==> config.mk <==
export PLATFORM = sky130hd
export DESIGN_NAME = if_fetch_flat
export DESIGN_NICKNAME = d
export VERILOG_FILES = /design/src/rtl/if_fetch_if.sv /design/src/rtl/if_fetch.sv /design/src/flat_wrapper.sv
export SDC_FILE = /design/constraint.sdc
export NUM_CORES = 1
export LEC_CHECK = 0
export BUFFER_PORTS_ARGS = -buffer_cell sky130_fd_sc_hd__buf_4
export CAP_MARGIN = 5
export CORE_ASPECT_RATIO = 0.7
export CORE_MARGIN = 1.5
export CORE_UTILIZATION = 40
export CTS_CLUSTER_DIAMETER = 60
export CTS_CLUSTER_SIZE = 28
export DETAILED_ROUTE_END_ITERATION = 16
export HOLD_SLACK_MARGIN = 0.08
export PLACE_DENSITY = 0.72
export SLEW_MARGIN = 10
export SYNTH_ARGS = -nofsm -noshare
export SYNTH_HDL_FRONTEND = slang
export SYNTH_SLANG_ARGS = --single-unit
export TNS_END_PERCENT = 1
==> constraint.sdc <==
create_clock -name i_clk -period 5.5 [get_ports i_clk]
set_input_delay 1.1 -clock i_clk [delete_from_list [all_inputs] [get_ports i_clk]]
set_output_delay 1.1 -clock i_clk [all_outputs]
set_load 0.02 [all_outputs]
==> src/rtl/if_fetch_if.sv <==
// Purpose: bundles the fetch stage's instruction-memory port and its decode-side
//          signals (stall, redirect, IF/ID outputs) into one interface.
// Signals:
//   i_stall, i_takeBranch, i_jpc     decode/hazard unit -> fetch
//   o_imemReq, o_imemAddr            fetch -> instruction memory
//   i_imemAck, i_imemData            instruction memory -> fetch
//   o_pc, o_inst, o_valid            IF/ID register -> decode
// Modports: master = fetch stage view, slave = environment (memory + decode) view.
interface if_fetch_if #(
   parameter int unsigned INST_W = 32
) ();
   logic              i_stall;
   logic              i_takeBranch;
   logic [INST_W-1:0] i_jpc;
   logic              o_imemReq;
   logic [INST_W-1:0] o_imemAddr;
   logic              i_imemAck;
   logic [INST_W-1:0] i_imemData;
   logic [INST_W-1:0] o_pc;
   logic [INST_W-1:0] o_inst;
   logic              o_valid;

   modport master (
      input  i_stall, i_takeBranch, i_jpc, i_imemAck, i_imemData,
      output o_imemReq, o_imemAddr, o_pc, o_inst, o_valid
   );

   modport slave (
      output i_stall, i_takeBranch, i_jpc, i_imemAck, i_imemData,
      input  o_imemReq, o_imemAddr, o_pc, o_inst, o_valid
   );
endinterface

==> src/rtl/if_fetch.sv <==
// Purpose: MIPS instruction-fetch stage with IF/ID pipeline register, req/ack
//          instruction-memory port, one-entry skid buffer for decode stalls and
//          single-delay-slot branch redirect handling.
// Ports:
//   i_clk   clock, rising edge
//   i_rstn  asynchronous active-low reset
//   bus     if_fetch_if.master: memory request/ack, decode stall/redirect, IF/ID outputs
module if_fetch #(
   parameter int unsigned          INST_W   = 32,
   parameter logic [INST_W-1:0]    RESET_PC = '0
) (
   input  logic       i_clk,
   input  logic       i_rstn,
   if_fetch_if.master bus
);

   localparam logic [INST_W-1:0] PC_STEP = INST_W'(4);

   typedef enum logic {
      S_FETCH = 1'b0,
      S_HOLD  = 1'b1
   } state_t;

   state_t            state_q, state_d;
   logic              req_q, req_d;
   logic [INST_W-1:0] fetch_pc_q, fetch_pc_d;
   logic [INST_W-1:0] pc_q, pc_d;
   logic [INST_W-1:0] inst_q, inst_d;
   logic              valid_q, valid_d;
   logic [INST_W-1:0] skid_pc_q, skid_pc_d;
   logic [INST_W-1:0] skid_inst_q, skid_inst_d;
   logic              pend_valid_q, pend_valid_d;
   logic [INST_W-1:0] pend_target_q, pend_target_d;

   logic              consume;
   logic              slot_free;
   logic              redirect;
   logic              ack;
   logic [INST_W-1:0] seq_pc;

   // State and pipeline registers
   always_ff @(posedge i_clk or negedge i_rstn) begin
      if (!i_rstn) begin
         state_q       <= S_FETCH;
         req_q         <= 1'b0;
         fetch_pc_q    <= RESET_PC;
         pc_q          <= '0;
         inst_q        <= '0;
         valid_q       <= 1'b0;
         skid_pc_q     <= '0;
         skid_inst_q   <= '0;
         pend_valid_q  <= 1'b0;
         pend_target_q <= '0;
      end else begin
         state_q       <= state_d;
         req_q         <= req_d;
         fetch_pc_q    <= fetch_pc_d;
         pc_q          <= pc_d;
         inst_q        <= inst_d;
         valid_q       <= valid_d;
         skid_pc_q     <= skid_pc_d;
         skid_inst_q   <= skid_inst_d;
         pend_valid_q  <= pend_valid_d;
         pend_target_q <= pend_target_d;
      end
   end

   // Next-state: fetch sequencing, IF/ID/skid transfers and redirect tracking
   always_comb begin
      state_d       = state_q;
      fetch_pc_d    = fetch_pc_q;
      pc_d          = pc_q;
      inst_d        = inst_q;
      valid_d       = valid_q;
      skid_pc_d     = skid_pc_q;
      skid_inst_d   = skid_inst_q;
      pend_valid_d  = pend_valid_q;
      pend_target_d = pend_target_q;

      consume   = valid_q & ~bus.i_stall;
      slot_free = ~valid_q | consume;
      redirect  = consume & bus.i_takeBranch;
      // Ack only counts against a live request (first cycle after reset has none).
      ack       = req_q & bus.i_imemAck;
      // A pending redirect replaces the sequential successor of the delay slot.
      seq_pc    = pend_valid_q ? pend_target_q : (fetch_pc_q + PC_STEP);

      unique case (state_q)
         S_FETCH: begin
            if (ack) begin
               pend_valid_d = 1'b0;
               if (slot_free) begin
                  pc_d       = fetch_pc_q;
                  inst_d     = bus.i_imemData;
                  valid_d    = 1'b1;
                  // Delay slot lands this edge, so the redirect takes effect now.
                  fetch_pc_d = redirect ? bus.i_jpc : seq_pc;
               end else begin
                  skid_pc_d   = fetch_pc_q;
                  skid_inst_d = bus.i_imemData;
                  fetch_pc_d  = seq_pc;
                  state_d     = S_HOLD;
               end
            end else begin
               if (consume) begin
                  pc_d    = '0;
                  inst_d  = '0;
                  valid_d = 1'b0;
               end
               // Delay slot still in flight: keep the address stable, remember target.
               if (redirect) begin
                  pend_valid_d  = 1'b1;
                  pend_target_d = bus.i_jpc;
               end
            end
         end
         S_HOLD: begin
            if (consume) begin
               pc_d    = skid_pc_q;
               inst_d  = skid_inst_q;
               valid_d = 1'b1;
               state_d = S_FETCH;
               // Skid holds the delay slot; fetch_pc already moved past it.
               if (redirect) begin
                  fetch_pc_d = bus.i_jpc;
               end
            end
         end
         default: state_d = S_FETCH;
      endcase

      req_d = (state_d == S_FETCH);
   end

   assign bus.o_imemReq  = req_q;
   assign bus.o_imemAddr = fetch_pc_q;
   assign bus.o_pc       = pc_q;
   assign bus.o_inst     = inst_q;
   assign bus.o_valid    = valid_q;

endmodule

==> src/flat_wrapper.sv <==
// flat-port wrapper written by rule: the top's interface ports become plain ports
module if_fetch_flat 
#(
   parameter int unsigned          INST_W   = 32,
   parameter logic [INST_W-1:0]    RESET_PC = '0
)
  (i_clk, i_rstn, bus_i_stall, bus_i_takeBranch, bus_i_jpc, bus_i_imemAck, bus_i_imemData, bus_o_imemReq, bus_o_imemAddr, bus_o_pc, bus_o_inst, bus_o_valid);
  if_fetch_if #(.INST_W(INST_W)) bus_i ();
  input  logic i_clk;
  input  logic i_rstn;
  input wire logic [$bits(bus_i.i_stall)-1:0] bus_i_stall;
  input wire logic [$bits(bus_i.i_takeBranch)-1:0] bus_i_takeBranch;
  input wire logic [$bits(bus_i.i_jpc)-1:0] bus_i_jpc;
  input wire logic [$bits(bus_i.i_imemAck)-1:0] bus_i_imemAck;
  input wire logic [$bits(bus_i.i_imemData)-1:0] bus_i_imemData;
  output wire logic [$bits(bus_i.o_imemReq)-1:0] bus_o_imemReq;
  output wire logic [$bits(bus_i.o_imemAddr)-1:0] bus_o_imemAddr;
  output wire logic [$bits(bus_i.o_pc)-1:0] bus_o_pc;
  output wire logic [$bits(bus_i.o_inst)-1:0] bus_o_inst;
  output wire logic [$bits(bus_i.o_valid)-1:0] bus_o_valid;
  assign bus_i.i_stall = bus_i_stall;
  assign bus_i.i_takeBranch = bus_i_takeBranch;
  assign bus_i.i_jpc = bus_i_jpc;
  assign bus_i.i_imemAck = bus_i_imemAck;
  assign bus_i.i_imemData = bus_i_imemData;
  assign bus_o_imemReq = bus_i.o_imemReq;
  assign bus_o_imemAddr = bus_i.o_imemAddr;
  assign bus_o_pc = bus_i.o_pc;
  assign bus_o_inst = bus_i.o_inst;
  assign bus_o_valid = bus_i.o_valid;
  if_fetch #(.INST_W(INST_W), .RESET_PC(RESET_PC)) u_core (.i_clk(i_clk), .i_rstn(i_rstn), .bus(bus_i));
endmodule
Word-level counts from Yosys, hierarchy flattened
Cells that the tools add are included.
{ "classes": {"addsub": 1, "order_cmp": 0, "n_eq_ne": 5, "n_div": 0, "n_reduce_logical": 6, "shifts": 0, "n_mul": 0, "muxes": 27, "bitwise_logic": 10} }
{ "ops": {"columns": ["operator", "count"], "rows": [
  ["$mux 32", 13],
  ["$pmux 32 s2", 3],
  ["$add 32x3->32 const B", 1],
  ["$reduce_and 3->1", 4],
  ["$mux 1", 9],
  ["$not 1->1", 6],
  ["$ne 2x2->1 const B", 2],
  ["$pmux 1 s2", 2],
  ["$and 1x1->1", 3],
  ["$ne 3x1->1 const B", 1],
  ["$ne 3x2->1 const B", 1],
  ["$ne 2x1->1 const B", 1],
  ["$reduce_and 2->1", 1],
  ["$reduce_bool 2->1", 1],
  ["$or 1x1->1", 1]
]} }
{ "word_totals": {"ff_bits": 196, "ramBits": 0, "romBits": 0, "memories": 0, "inputBits": 69, "latch_bits": 0} }

Logic depth before layout (Yosys ltp)
{ "logic_depth": {"word_depth": 7, "mapped_depth": 7, "ltp_nobuf": 6} }

Worst setup path after synthesis
OpenSTA, ideal clock, no wires.
{ "synth_timing": {"path_kind": "input port to flip-flop", "start": "in bus_i_imemAck", "end": "reg u_core.skid_inst_q[0]", "path_stages": 6, "t_required_ns": 5.375, "setup_time_ns": 0.125, "arrival_time_ns": 2.579, "setup_slack_ns": 2.796, "cell_sequence": "and3b_1 clkbuf_1 and3_1 clkbuf_1 clkbuf_1 mux2_2"} }
{ "synth_between": {"elab_chain_cells": 2} }
{ "synth_rtl": {"columns": ["item", "line_no", "rtl"], "rows": [
  ["from (decl)", "flat_wrapper.sv:14", "input wire logic [$bits(bus_i.i_imemAck)-1:0] bus_i_imemAck;"],
  ["$and 1x1->1", "if_fetch.sv:84", "ack = req_q & bus.i_imemAck;"],
  ["$reduce_and 3->1 (no source line)", null, null],
  ["to (signal assigned)", "if_fetch.sv:62", "skid_inst_q <= skid_inst_d;"],
  ["to (decl)", "if_fetch.sv:31", "logic [INST_W-1:0] skid_inst_q, skid_inst_d;"]
]} }
Every way passes these cells.
A chain may end at the register's enable or synchronous reset.

Worst setup path in the final report
{ "layout_timing": {"start": "reg u_core.state_q", "end": "reg u_core.fetch_pc_q[21], in the netlist u_core.bus.o_imemAddr[21]"} }
{ "layout_between": {"elab_chain_cells": 3, "word_cells_on_any_way": 6} }
{ "layout_rtl": {"columns": ["item", "line_no", "rtl"], "rows": [
  ["from (decl)", "if_fetch.sv:24", "state_t state_q, state_d;"],
  ["from (signal assigned)", "if_fetch.sv:55", "state_q <= state_d;"],
  ["$not 1->1 (no source line)", null, null],
  ["$ne 2x1->1 (no source line)", null, null],
  ["$reduce_and 3->1 (no source line)", null, null],
  ["to (signal assigned)", "if_fetch.sv:57", "fetch_pc_q <= fetch_pc_d;"],
  ["to (decl)", "if_fetch.sv:26", "logic [INST_W-1:0] fetch_pc_q, fetch_pc_d;"]
]} }
Parallel ways exist; a longest one is shown, timed or not.

==> results_dict.tcl <==
set metrics [dict create \
    status "finished, final reports clean" \
    dieWidth_um 184 \
    grt_pass1_vias 6814 \
    finalPower_mw 7.03 \
    synth_top_family_by_area "compound AO/OA/AOI/OAI gates" \
    synth-compound-area-share_pct 14.8 \
    cts_tree "yes" \
    slew-limit-headroom_pct 32.8 \
    internal_power_mw 4.08 \
    critPathKind "register to register" \
    synth_area_leaders "dfrtp_1 53%, mux2_2 12%, a21oi_1 8.6%" \
    p_leak_nw 4.98 \
    synthTopCellsByCount "196 x dfrtp_1, 158 x a21oi_1, 146 x nor2_1" \
    n_fill_cell 2123 \
    synthArstFlopShare_pct 100 \
    synthSimpleGateAreaFrac_pct 14.6 \
    root_buffer "clkbuf_16" \
    holdBufCountCts 0 \
    synthMostInstantiatedCell "dfrtp_1" \
    stdcell_area_um2 11200 \
    ctsResizeCount 0 \
    yosysWarnings 0 \
    clk_latency_ns 0.43 \
    syn_avg_cell_area_um2 9.69 \
    num_antenna_cells 0 \
    drtIter0Drc 662 \
    ys_types 52 \
    fp.dieH_um 130 \
    numPortBuffers 166 \
    pwr-share-comb_pct 42.3 \
    arrival_ns 3.41 \
    grt_start_max_net_pins 122 \
    synth_fa_ha_area_share_pct 0.136 \
    place_congestion 0.792 \
    initial_utilization_pct 40.7 \
    clock-sinks 196 \
    wl_per_cell_um 17.1 \
    grt_pass1_wl_um 37700 \
    required_ns 5.82 \
    ios 167 \
    place_area_um2 10700 \
    hold_path_class "register to register" \
    dp.cells 1364 \
    antenna_found_initial 0 \
    drc 0 \
    synth_top_area_cell "dfrtp_1" \
    worst_pin_slew_ns 1.01 \
    synth_edf_count 0 \
    p_seq_share_pct 40.8 \
    synth_cells 950 \
    synth_flop_cell "dfrtp_1" \
    wl_um 23900 \
    switchingPower_mw 2.95 \
    syn_to_final_growth_pct 22.1 \
    maxSlewViolCount 0 \
    p_clk_share_pct 16.9 \
    fin_setup_tns_ns 0 \
    clk_path_buf_depth 2 \
    ys_ff_latch 196 \
    viasPerCell 5.33 \
    p_sw_share_pct 42.0 \
    cts_buffers 17 \
    ctsHtreeMaxLevel 4 \
    core_area_um2 22600 \
    finClkSkew_ns 0.0132 \
    synth_top_area_share_pct 53.3 \
    p_per_area_nw_per_um2 626 \
    cts_setup_buffers 0 \
    muxShareOfSynthArea_pct 12.0 \
    hold_viol 0 \
    ys_seq_area_share_pct 53.3 \
    track_usage_pct 20.4 \
    fmax_ghz 0.324 \
    grt_overflow 0 \
    instances_no_fill 1395 \
    timing.final.crit_share_pct 56.2 \
    period_minus_slack_ns 3.09 \
    worstPathMaxFanout 75 \
    maxCapViolations 0 \
    setup_viol 0 \
    startpoint_type "register" \
    end_kind "register" \
    syn-cell-area_um2 9200 \
    ir_drop_uv 324 \
    drtAntennaViolNets 0 \
    dieArea_um2 23900 \
    path_clk_slew_ns 0.08 \
    nets 1141 \
    synth_xor_area_share_pct 1.62 \
    first_pass_iters 6 \
    core.rowCount 46 \
    drive_gt1_share_pct 28.8 \
    hold-worst-slack_ns 0.491 \
    syn-num-nets 1020 \
    rsz0062_at_grt "false" \
    detailed_place_hpwl_um 16100 \
    vias 7435 \
]
power groups by stage:
stage	Clock, mW	Combinational, mW	Sequential, mW
after floorplan	0	1.69	2.99
after global placement	0	2.92	2.85
after detailed placement	0	2.99	2.88
after CTS	1.22	3.00	2.85
after global routing	1.27	3.27	2.98
final	1.19	2.98	2.87
metal layers:
layer	wire length, um	global-route usage (%)
met5	0	0
met4	140	3.86
met3	1900	5.14
met2	10500	29.8
met1	11300	30.6
worst max-delay path, stage by stage, from the launching register on:
cell and delay (ns):
dfrtp_4 0.87, buf_4 0.69, a21oi_2 0.09, buf_4 0.26
nor2_1 0.72, a22o_1 0.26, a21oi_1 0.06
cells in the final DEF (no fill, tap or decap), types with 3 or more instances in the layout:
cell type / netlist / layout
mux2_2: 95 / 95
and3_1: 6 / 5
a221o_1: 3 / 3
xnor2_1: 5 / 5
xor2_1: 12 / 12
mux2i_1: 3 / 3
a211oi_1: 5 / 5
dfrtp_1: 196 / 195
nor3_1: 16 / 16
nor2_1: 146 / 146
o21ai_0: 31 / 30
inv_1: 7 / 7
nand3b_1: 3 / 3
nand4_1: 4 / 4
a21oi_1: 158 / 157
nor4_1: 4 / 4
a22o_1: 5 / 5
a32o_1: 4 / 4
a22oi_1: 3 / 3
buf_4: 1 / 174
nand2_1: 102 / 102
inv_6: 0 / 4
clkbuf_16: 0 / 17
nand3_1: 19 / 19
o211ai_1: 8 / 8
registers in the layout (all words and copies together), names as in the netlist, 32 cells and up:
| register | count |
|---|---|
| u_core.bus.o_inst | 32 |
| u_core.pend_target_q | 32 |
| u_core.bus.o_pc | 32 |
| u_core.skid_inst_q | 32 |
| u_core.bus.o_imemAddr | 32 |
| u_core.skid_pc_q | 32 |
area by class of cell:
class	instances	area (um2)	area share [%]
Multi-Input combinational cell	671	3990	35.5
Clock inverter	13	116	1.04
Clock buffer	18	439	3.91
Timing Repair Buffer	177	1360	12.1
Inverter	8	30.0	0.267
Sequential cell	196	4910	43.7
Tap cell	312	390	3.47
kinds of logic (layout without fill, tap and decap cells):
logic type	count (synthesis)	after routing
xor+xnor	17	17
simple gates	316	316
mux	98	98
buf+inv	83	216
flops	196	196
fa+ha+maj	1	1
compound gates	239	239
final timing paths:
| check | start | endpoint | slack (ns) | cells past startpoint |
|---|---|---|---|---|
| hold / removal | u_core.pend_target_q[21] | u_core.pend_target_q[21] | 0.49 | 2 |
| hold reg to reg | u_core.pend_target_q[21] | u_core.pend_target_q[21] | 0.49 | 2 |
| setup reg to reg | u_core.state_q | u_core.bus.o_imemAddr[21] | 2.41 | 6 |
| max in group asynchronous | i_rstn | u_core.skid_inst_q[3] | 3.68 | 2 |
| setup / recovery | u_core.state_q | u_core.bus.o_imemAddr[21] | 2.41 | 6 |
| min in group asynchronous | i_rstn | u_core.bus.o_inst[29] | 0.81 | 1 |
stage by stage:
stage / utilization [%] / setup WS (ns)
2_1_floorplan: - / 2.80
3_3_place_gp: 47.2 / 2.20
3_5_place_dp: 47.2 / 2.15
4_1_cts: 49.7 / 2.43
5_1_grt: 49.7 / 2.17
6_report: 49.7 / 2.41
Note: power is estimated with default switching activity, not from simulation.
